### src/rtl/id_ex_if.sv
// ID/EX stage boundary: ID-side operands and control, forwarding taps from
// EX/MEM and MEM/WB, and the EX-side operand/control outputs.
interface id_ex_if #(
  parameter int DATA_W = 32,
  parameter int REG_AW = 5
);
  // ID side
  logic              id_valid;
  logic [REG_AW-1:0] id_rs;
  logic [REG_AW-1:0] id_rt;
  logic [REG_AW-1:0] id_rd;
  logic [DATA_W-1:0] id_read_data_1;
  logic [DATA_W-1:0] id_read_data_2;
  logic [DATA_W-1:0] id_imm;
  logic              id_alu_src;
  logic [3:0]        id_alu_control;
  logic              id_reg_dst;
  logic              id_reg_write;
  logic              id_mem_read;
  logic              id_mem_write;
  logic              id_mem_to_reg;
  logic              flush;

  // Forwarding sources
  logic              exmem_reg_write;
  logic [REG_AW-1:0] exmem_dest;
  logic [DATA_W-1:0] exmem_alu_result;
  logic              memwb_reg_write;
  logic [REG_AW-1:0] memwb_dest;
  logic [DATA_W-1:0] memwb_wb_data;

  // EX side
  logic              stall_id;
  logic [DATA_W-1:0] read_data_1;
  logic [DATA_W-1:0] mux_alu_src;
  logic [3:0]        control_input;
  logic [DATA_W-1:0] ex_store_data;
  logic [REG_AW-1:0] ex_dest;
  logic              ex_valid;
  logic              ex_reg_write;
  logic              ex_mem_read;
  logic              ex_mem_write;
  logic              ex_mem_to_reg;

  modport master (
    output id_valid, id_rs, id_rt, id_rd, id_read_data_1, id_read_data_2,
           id_imm, id_alu_src, id_alu_control, id_reg_dst, id_reg_write,
           id_mem_read, id_mem_write, id_mem_to_reg, flush,
           exmem_reg_write, exmem_dest, exmem_alu_result,
           memwb_reg_write, memwb_dest, memwb_wb_data,
    input  stall_id, read_data_1, mux_alu_src, control_input, ex_store_data,
           ex_dest, ex_valid, ex_reg_write, ex_mem_read, ex_mem_write,
           ex_mem_to_reg
  );

  modport slave (
    input  id_valid, id_rs, id_rt, id_rd, id_read_data_1, id_read_data_2,
           id_imm, id_alu_src, id_alu_control, id_reg_dst, id_reg_write,
           id_mem_read, id_mem_write, id_mem_to_reg, flush,
           exmem_reg_write, exmem_dest, exmem_alu_result,
           memwb_reg_write, memwb_dest, memwb_wb_data,
    output stall_id, read_data_1, mux_alu_src, control_input, ex_store_data,
           ex_dest, ex_valid, ex_reg_write, ex_mem_read, ex_mem_write,
           ex_mem_to_reg
  );
endinterface

### src/rtl/id_ex_stage.sv
// ID/EX pipeline register with EX/MEM and MEM/WB operand forwarding and
// load-use stall detection for the 5-stage MIPS core.
module id_ex_stage #(
  parameter int DATA_W = 32,
  parameter int REG_AW = 5
) (
  input logic    clk,
  input logic    reset,
  id_ex_if.slave bus
);

  typedef struct packed {
    logic valid;
    logic reg_write;
    logic mem_read;
    logic mem_write;
    logic mem_to_reg;
  } ctrl_t;

  ctrl_t             ex_ctrl;
  logic              ex_alu_src;
  logic [3:0]        ex_alu_control;
  logic [REG_AW-1:0] ex_rs;
  logic [REG_AW-1:0] ex_rt;
  logic [REG_AW-1:0] ex_dest_q;
  logic [DATA_W-1:0] ex_rd1;
  logic [DATA_W-1:0] ex_rd2;
  logic [DATA_W-1:0] ex_imm;

  logic              stall;
  logic [DATA_W-1:0] fwd_a;
  logic [DATA_W-1:0] fwd_b;

  // rt is always treated as a source, even for I-type, to keep the detector simple.
  assign stall = ex_ctrl.valid & ex_ctrl.mem_read & (ex_dest_q != '0) &
                 bus.id_valid & ((ex_dest_q == bus.id_rs) | (ex_dest_q == bus.id_rt));

  // NOTE: non-blocking assignments so every register samples pre-edge values.
  always_ff @(posedge clk) begin
    if (reset) begin
      ex_ctrl        <= '0;
      ex_alu_src     <= 1'b0;
      ex_alu_control <= '0;
      ex_rs          <= '0;
      ex_rt          <= '0;
      ex_dest_q      <= '0;
      ex_rd1         <= '0;
      ex_rd2         <= '0;
      ex_imm         <= '0;
    end else if (bus.flush || stall) begin
      // Bubble: kill control only; data fields keep their old values.
      ex_ctrl <= '0;
    end else begin
      ex_ctrl.valid      <= bus.id_valid;
      ex_ctrl.reg_write  <= bus.id_valid & bus.id_reg_write;
      ex_ctrl.mem_read   <= bus.id_valid & bus.id_mem_read;
      ex_ctrl.mem_write  <= bus.id_valid & bus.id_mem_write;
      ex_ctrl.mem_to_reg <= bus.id_mem_to_reg;
      ex_alu_src         <= bus.id_alu_src;
      ex_alu_control     <= bus.id_alu_control;
      ex_rs              <= bus.id_rs;
      ex_rt              <= bus.id_rt;
      ex_dest_q          <= bus.id_reg_dst ? bus.id_rd : bus.id_rt;
      ex_rd1             <= bus.id_read_data_1;
      ex_rd2             <= bus.id_read_data_2;
      ex_imm             <= bus.id_imm;
    end
  end

  // NOTE: each output gets a default first so no path leaves it unassigned (no latch).
  always_comb begin
    fwd_a = ex_rd1;
    if (bus.exmem_reg_write && bus.exmem_dest != '0 && bus.exmem_dest == ex_rs)
      fwd_a = bus.exmem_alu_result;
    else if (bus.memwb_reg_write && bus.memwb_dest != '0 && bus.memwb_dest == ex_rs)
      fwd_a = bus.memwb_wb_data;

    fwd_b = ex_rd2;
    if (bus.exmem_reg_write && bus.exmem_dest != '0 && bus.exmem_dest == ex_rt)
      fwd_b = bus.exmem_alu_result;
    else if (bus.memwb_reg_write && bus.memwb_dest != '0 && bus.memwb_dest == ex_rt)
      fwd_b = bus.memwb_wb_data;
  end

  assign bus.stall_id      = stall;
  assign bus.read_data_1   = fwd_a;
  assign bus.ex_store_data = fwd_b;
  assign bus.mux_alu_src   = ex_alu_src ? ex_imm : fwd_b;
  assign bus.control_input = ex_alu_control;
  assign bus.ex_dest       = ex_dest_q;
  assign bus.ex_valid      = ex_ctrl.valid;
  assign bus.ex_reg_write  = ex_ctrl.reg_write;
  assign bus.ex_mem_read   = ex_ctrl.mem_read;
  assign bus.ex_mem_write  = ex_ctrl.mem_write;
  assign bus.ex_mem_to_reg = ex_ctrl.mem_to_reg;

endmodule

### src/flat_wrapper.sv
// flat-port wrapper written by rule: the top's interface ports become plain ports
module id_ex_stage_flat 
#(
  parameter int DATA_W = 32,
  parameter int REG_AW = 5
)
  (clk, reset, bus_id_valid, bus_id_rs, bus_id_rt, bus_id_rd, bus_id_read_data_1, bus_id_read_data_2, bus_id_imm, bus_id_alu_src, bus_id_alu_control, bus_id_reg_dst, bus_id_reg_write, bus_id_mem_read, bus_id_mem_write, bus_id_mem_to_reg, bus_flush, bus_exmem_reg_write, bus_exmem_dest, bus_exmem_alu_result, bus_memwb_reg_write, bus_memwb_dest, bus_memwb_wb_data, bus_stall_id, bus_read_data_1, bus_mux_alu_src, bus_control_input, bus_ex_store_data, bus_ex_dest, bus_ex_valid, bus_ex_reg_write, bus_ex_mem_read, bus_ex_mem_write, bus_ex_mem_to_reg);
  id_ex_if #(.DATA_W(DATA_W), .REG_AW(REG_AW)) bus_i ();
  input logic clk;
  input logic reset;
  input wire logic [$bits(bus_i.id_valid)-1:0] bus_id_valid;
  input wire logic [$bits(bus_i.id_rs)-1:0] bus_id_rs;
  input wire logic [$bits(bus_i.id_rt)-1:0] bus_id_rt;
  input wire logic [$bits(bus_i.id_rd)-1:0] bus_id_rd;
  input wire logic [$bits(bus_i.id_read_data_1)-1:0] bus_id_read_data_1;
  input wire logic [$bits(bus_i.id_read_data_2)-1:0] bus_id_read_data_2;
  input wire logic [$bits(bus_i.id_imm)-1:0] bus_id_imm;
  input wire logic [$bits(bus_i.id_alu_src)-1:0] bus_id_alu_src;
  input wire logic [$bits(bus_i.id_alu_control)-1:0] bus_id_alu_control;
  input wire logic [$bits(bus_i.id_reg_dst)-1:0] bus_id_reg_dst;
  input wire logic [$bits(bus_i.id_reg_write)-1:0] bus_id_reg_write;
  input wire logic [$bits(bus_i.id_mem_read)-1:0] bus_id_mem_read;
  input wire logic [$bits(bus_i.id_mem_write)-1:0] bus_id_mem_write;
  input wire logic [$bits(bus_i.id_mem_to_reg)-1:0] bus_id_mem_to_reg;
  input wire logic [$bits(bus_i.flush)-1:0] bus_flush;
  input wire logic [$bits(bus_i.exmem_reg_write)-1:0] bus_exmem_reg_write;
  input wire logic [$bits(bus_i.exmem_dest)-1:0] bus_exmem_dest;
  input wire logic [$bits(bus_i.exmem_alu_result)-1:0] bus_exmem_alu_result;
  input wire logic [$bits(bus_i.memwb_reg_write)-1:0] bus_memwb_reg_write;
  input wire logic [$bits(bus_i.memwb_dest)-1:0] bus_memwb_dest;
  input wire logic [$bits(bus_i.memwb_wb_data)-1:0] bus_memwb_wb_data;
  output wire logic [$bits(bus_i.stall_id)-1:0] bus_stall_id;
  output wire logic [$bits(bus_i.read_data_1)-1:0] bus_read_data_1;
  output wire logic [$bits(bus_i.mux_alu_src)-1:0] bus_mux_alu_src;
  output wire logic [$bits(bus_i.control_input)-1:0] bus_control_input;
  output wire logic [$bits(bus_i.ex_store_data)-1:0] bus_ex_store_data;
  output wire logic [$bits(bus_i.ex_dest)-1:0] bus_ex_dest;
  output wire logic [$bits(bus_i.ex_valid)-1:0] bus_ex_valid;
  output wire logic [$bits(bus_i.ex_reg_write)-1:0] bus_ex_reg_write;
  output wire logic [$bits(bus_i.ex_mem_read)-1:0] bus_ex_mem_read;
  output wire logic [$bits(bus_i.ex_mem_write)-1:0] bus_ex_mem_write;
  output wire logic [$bits(bus_i.ex_mem_to_reg)-1:0] bus_ex_mem_to_reg;
  assign bus_i.id_valid = bus_id_valid;
  assign bus_i.id_rs = bus_id_rs;
  assign bus_i.id_rt = bus_id_rt;
  assign bus_i.id_rd = bus_id_rd;
  assign bus_i.id_read_data_1 = bus_id_read_data_1;
  assign bus_i.id_read_data_2 = bus_id_read_data_2;
  assign bus_i.id_imm = bus_id_imm;
  assign bus_i.id_alu_src = bus_id_alu_src;
  assign bus_i.id_alu_control = bus_id_alu_control;
  assign bus_i.id_reg_dst = bus_id_reg_dst;
  assign bus_i.id_reg_write = bus_id_reg_write;
  assign bus_i.id_mem_read = bus_id_mem_read;
  assign bus_i.id_mem_write = bus_id_mem_write;
  assign bus_i.id_mem_to_reg = bus_id_mem_to_reg;
  assign bus_i.flush = bus_flush;
  assign bus_i.exmem_reg_write = bus_exmem_reg_write;
  assign bus_i.exmem_dest = bus_exmem_dest;
  assign bus_i.exmem_alu_result = bus_exmem_alu_result;
  assign bus_i.memwb_reg_write = bus_memwb_reg_write;
  assign bus_i.memwb_dest = bus_memwb_dest;
  assign bus_i.memwb_wb_data = bus_memwb_wb_data;
  assign bus_stall_id = bus_i.stall_id;
  assign bus_read_data_1 = bus_i.read_data_1;
  assign bus_mux_alu_src = bus_i.mux_alu_src;
  assign bus_control_input = bus_i.control_input;
  assign bus_ex_store_data = bus_i.ex_store_data;
  assign bus_ex_dest = bus_i.ex_dest;
  assign bus_ex_valid = bus_i.ex_valid;
  assign bus_ex_reg_write = bus_i.ex_reg_write;
  assign bus_ex_mem_read = bus_i.ex_mem_read;
  assign bus_ex_mem_write = bus_i.ex_mem_write;
  assign bus_ex_mem_to_reg = bus_i.ex_mem_to_reg;
  id_ex_stage #(.DATA_W(DATA_W), .REG_AW(REG_AW)) u_core (.clk(clk), .reset(reset), .bus(bus_i));
endmodule
### config.mk
export PLATFORM = sky130hd
export DESIGN_NAME = id_ex_stage_flat
export DESIGN_NICKNAME = d
export VERILOG_FILES = /design/src/rtl/id_ex_if.sv /design/src/rtl/id_ex_stage.sv /design/src/flat_wrapper.sv
export SDC_FILE = /design/constraint.sdc
export NUM_CORES = 1
export LEC_CHECK = 0
export ABC_AREA = 1
export CORE_ASPECT_RATIO = 0.7
export CORE_UTILIZATION = 41
export DETAILED_ROUTE_END_ITERATION = 7
export PLACE_DENSITY = 0.77
export RECOVER_POWER = 25
export SETUP_SLACK_MARGIN = 0.15
export SYNTH_ARGS = -nofsm -noshare
export SYNTH_HDL_FRONTEND = slang
export SYNTH_SLANG_ARGS = --single-unit
export TNS_END_PERCENT = 50
### constraint.sdc
create_clock -name clk -period 2.5 [get_ports clk]
set_clock_uncertainty 0.1 [all_clocks]
set_input_delay 0.75 -clock clk [delete_from_list [all_inputs] [get_ports clk]]
set_output_delay 0.75 -clock clk [all_outputs]
set_load 0.05 [all_outputs]
==> flow_summary.json <==
{
  "tightest_slew_ns": 0.6085,
  "fill_cells": 1132,
  "drv_slew": 0,
  "htreeDepth": 4,
  "first_pass_iters": 8,
  "end_kind": "output port",
  "syn2layout_area_growth_pct": 99.46,
  "rsz0062_at_grt": "yes",
  "critPathMaxFanout": 10,
  "yosys-top-cells-area": "dfxtp_1 (30%), nand3_1 (17%), nand2_1 (12%), inv_1 (10%), a21oi_1 (7.4%)",
  "detail-route-antenna-nets": 0,
  "min_period_over_period_pct": 129.0,
  "worst_slack_ns": -0.7252,
  "dpl.hpwl_um": 24450,
  "power_density_nw_per_um2": 489.6,
  "yosys_warnings": 0,
  "grt_pass1_vias": 10560,
  "fmax_ghz": 0.3101,
  "syn_inst": 1388,
  "outcome": "finished, violations left",
  "cp_slowest_stage_delay_ns": 0.28,
  "synth_fa_ha_area_share_pct": 0,
  "ir_worst_vdd_v": 0.0005364,
  "synthXorXnorAreaFrac_pct": 2.783,
  "ys_ff_latch": 121,
  "synth_simple_gate_area_share_pct": 41.64,
  "vias": 11520,
  "cap_violations": 0,
  "dp.cells": 1952,
  "drive_above_1_share_pct": 34.39,
  "drtIter0Drc": 1513,
  "drc": 0,
  "yosys.area.top_type_share_pct": 29.60,
  "postPlaceCellArea_um2": 12830,
  "core-area_um2": 19230,
  "critPathArrivalTime_ns": 2.38,
  "ys.flop_type": "dfxtp_1",
  "num_rows": 42,
  "slew_headroom_pct": 59.61,
  "track_usage_pct": 36.94,
  "place_congestion": 0.9293,
  "initial_core_util_pct": 42.54,
  "boundaryPins": 312,
  "grt_max_degree": 63,
  "hold_viol_final": 0,
  "routed_wl_um": 43240,
  "cts_hold_buf": 0,
  "grt_pass1_wl_um": 57910,
  "required_ns": 1.65,
  "hp-class": "flop to flop",
  "reg_top3": "u_core.ex_imm: 32 flops, u_core.ex_rd1: 32 flops, u_core.ex_rd2: 32 flops",
  "seq_area_um2": 2432,
  "io_buffer_count": 311,
  "cp_cell_sequence": "buf_8 -> buf_6 -> xor2_4 -> nor3_4 -> buf_6 -> buf_8 -> buf_12 -> nand3_1 -> nand3_4 -> o21ai_4 -> buf_12",
  "avgSynthCellArea_um2": 5.895,
  "p_leak_nw": 7.888,
  "synth_common_cells": "nand3_1 (281), nand2_1 (267), inv_1 (217), nor2_1 (138)",
  "period_minus_slack_ns": 3.225,
  "gr-total-overflow": 0,
  "multi_input_area_um2": 6297,
  "synth_fp_nets": 1589,
  "critPathKind": "primary input to output port",
  "layout.nets": 1964,
  "synthArstFlopShare_pct": 0,
  "final_cell_area_um2": 16320,
  "cts-root-buf": "clkbuf_16",
  "critPathLaunchType": "primary input",
  "clk_pin_slew_worst_paths_ns": 0.06,
  "dieArea_um2": 20540,
  "ys_seq_area_share_pct": 29.60,
  "synthMuxAreaShare_pct": 0,
  "cts_buffer_depth": 2,
  "clkLatencyLatePin_ns": 0.42,
  "routedWlPerCell_um": 21.19,
  "grt_antenna_before_repair": 4,
  "cts_made_buffers": 17,
  "syn_area_um2": 8183,
  "synth_top_family_by_area": "simple AND/OR/NAND/NOR gates",
  "die_w_um": 170.9,
  "ys_types": 25,
  "cts_tree": "built",
  "setup-violations-final": 97,
  "fp.dieH_um": 120.2,
  "violations": "negative setup slack",
  "synth_top_area_cell": "dfxtp_1",
  "synth-compound-area-share_pct": 9.419,
  "viasPerCell": 5.646,
  "stdcell_count": 2041,
  "cts_sinks": 121,
  "synth_enable_flop_cells": 0,
  "critPathSlowestCell": "nor3_4",
  "yosysMostFrequentCell": "nand3_1"
}
## metal layers
layer / routed length [µm] / part of all wire (%) / GRT usage, % / vias to the layer above
li1: - / - / - / 5151
met1: 16650 / 38 / 47.20 / 5338
met5: 13 / 0.030 / 0 / -
met3: 4701 / 11 / 8.969 / 189
met2: 19820 / 46 / 60.18 / 843
met4: 2060 / 4.8 / 13.90 / 2
## worst max-delay path: cells and delay by family
| kind | cells | cell delay (ns) |
|---|---|---|
| xor+xnor | 1 | 0.15 |
| buf+inv | 6 | 0.80 |
| simple gates | 3 | 0.60 |
| compound gates | 1 | 0.07 |
## final cells by class
class                      count  area share (%)
multi-input combinational    940           38.58
timing repair buffer         462           35.76
sequential                   121           14.90
inverter                     221           5.144
clock buffer                  21           2.944
tap                          264           2.024
clock inverter                 9          0.5979
antenna                        3         0.04599
## through the flow
| stage | setup WS (ns) | power (W) | utilization (%) | TNS [ns] | hold WS, ns |
|---|---|---|---|---|---|
| 4_1_cts | -0.6059 | 0.007721 | 80.80 | -51.88 | 0.3834 |
| 6_report | -0.7252 | 0.007992 | 84.86 | -55.93 | 0.3803 |
| 3_3_place_gp | -0.9733 | 0.004724 | 66.72 | -118.83 | 0.3593 |
| 3_5_place_dp | -1.001 | 0.004752 | 66.72 | -123.27 | 0.3682 |
| 5_1_grt | -0.7770 | 0.008193 | 84.86 | -60.29 | 0.4014 |
| 2_1_floorplan | -0.2324 | 0.003606 | - | -21.02 | 0.3514 |
## worst paths after layout
check | from | to | slack [ns] | depth (start not counted)
setup / recovery | bus_memwb_dest[3] | bus_read_data_1[12] | -0.73 | 11
hold / removal | u_core.ex_rd2[15]$_SDFFE_PP0N_ | u_core.ex_rd2[15]$_SDFFE_PP0N_ | 0.38 | 2
setup reg to reg | u_core.bus.ex_dest[0]$_SDFFE_PP0N_ | u_core.bus.ex_dest[2]$_SDFFE_PP0N_ | 0.03 | 10
hold reg to reg | u_core.ex_rd2[15]$_SDFFE_PP0N_ | u_core.ex_rd2[15]$_SDFFE_PP0N_ | 0.38 | 2
## placed cells by master, fill, tap and decap left out, drive strengths merged, types with 15 or more instances in the layout
| cell type | synthesis | final |
|---|---|---|
| nand3 | 282 | 282 |
| nand2 | 268 | 268 |
| buf | 58 | 252 |
| inv | 221 | 221 |
| clkdlybuf4s50 | 0 | 177 |
| nor2 | 140 | 140 |
| a21oi | 121 | 121 |
| dfxtp | 121 | 121 |
| clkbuf | 48 | 37 |
| nand4 | 34 | 34 |
| o21ai | 33 | 33 |
| and2 | 32 | 32 |
| xor2 | 15 | 15 |
## logic make-up (layout without fill, tap and decap cells)
family | after synthesis | in the layout
buf+inv | 327 | 713
compound gates | 154 | 154
other cells | 0 | 3
simple gates | 760 | 760
xor+xnor | 26 | 26
flops | 121 | 121
## what timing repair did
action                                 CTS  global route
endpoints found under the hold margin    0             0
cloned                                  16             8
buffers inserted                        30             2
gates resized for setup                430           159
pin swaps                              110            87
setup endpoints to repair              146           213
## power breakdown
part | total [W] | internal, W | leakage, nW | switching [W]
clock | 0.00249 | 0.00155 | 0.290 | 0.000937
sequential | 0.00218 | 0.00207 | 1.01 | 0.000116
combinational | 0.00332 | 0.00151 | 6.59 | 0.00181
No activity file was read; power rests on OpenSTA's default activity.
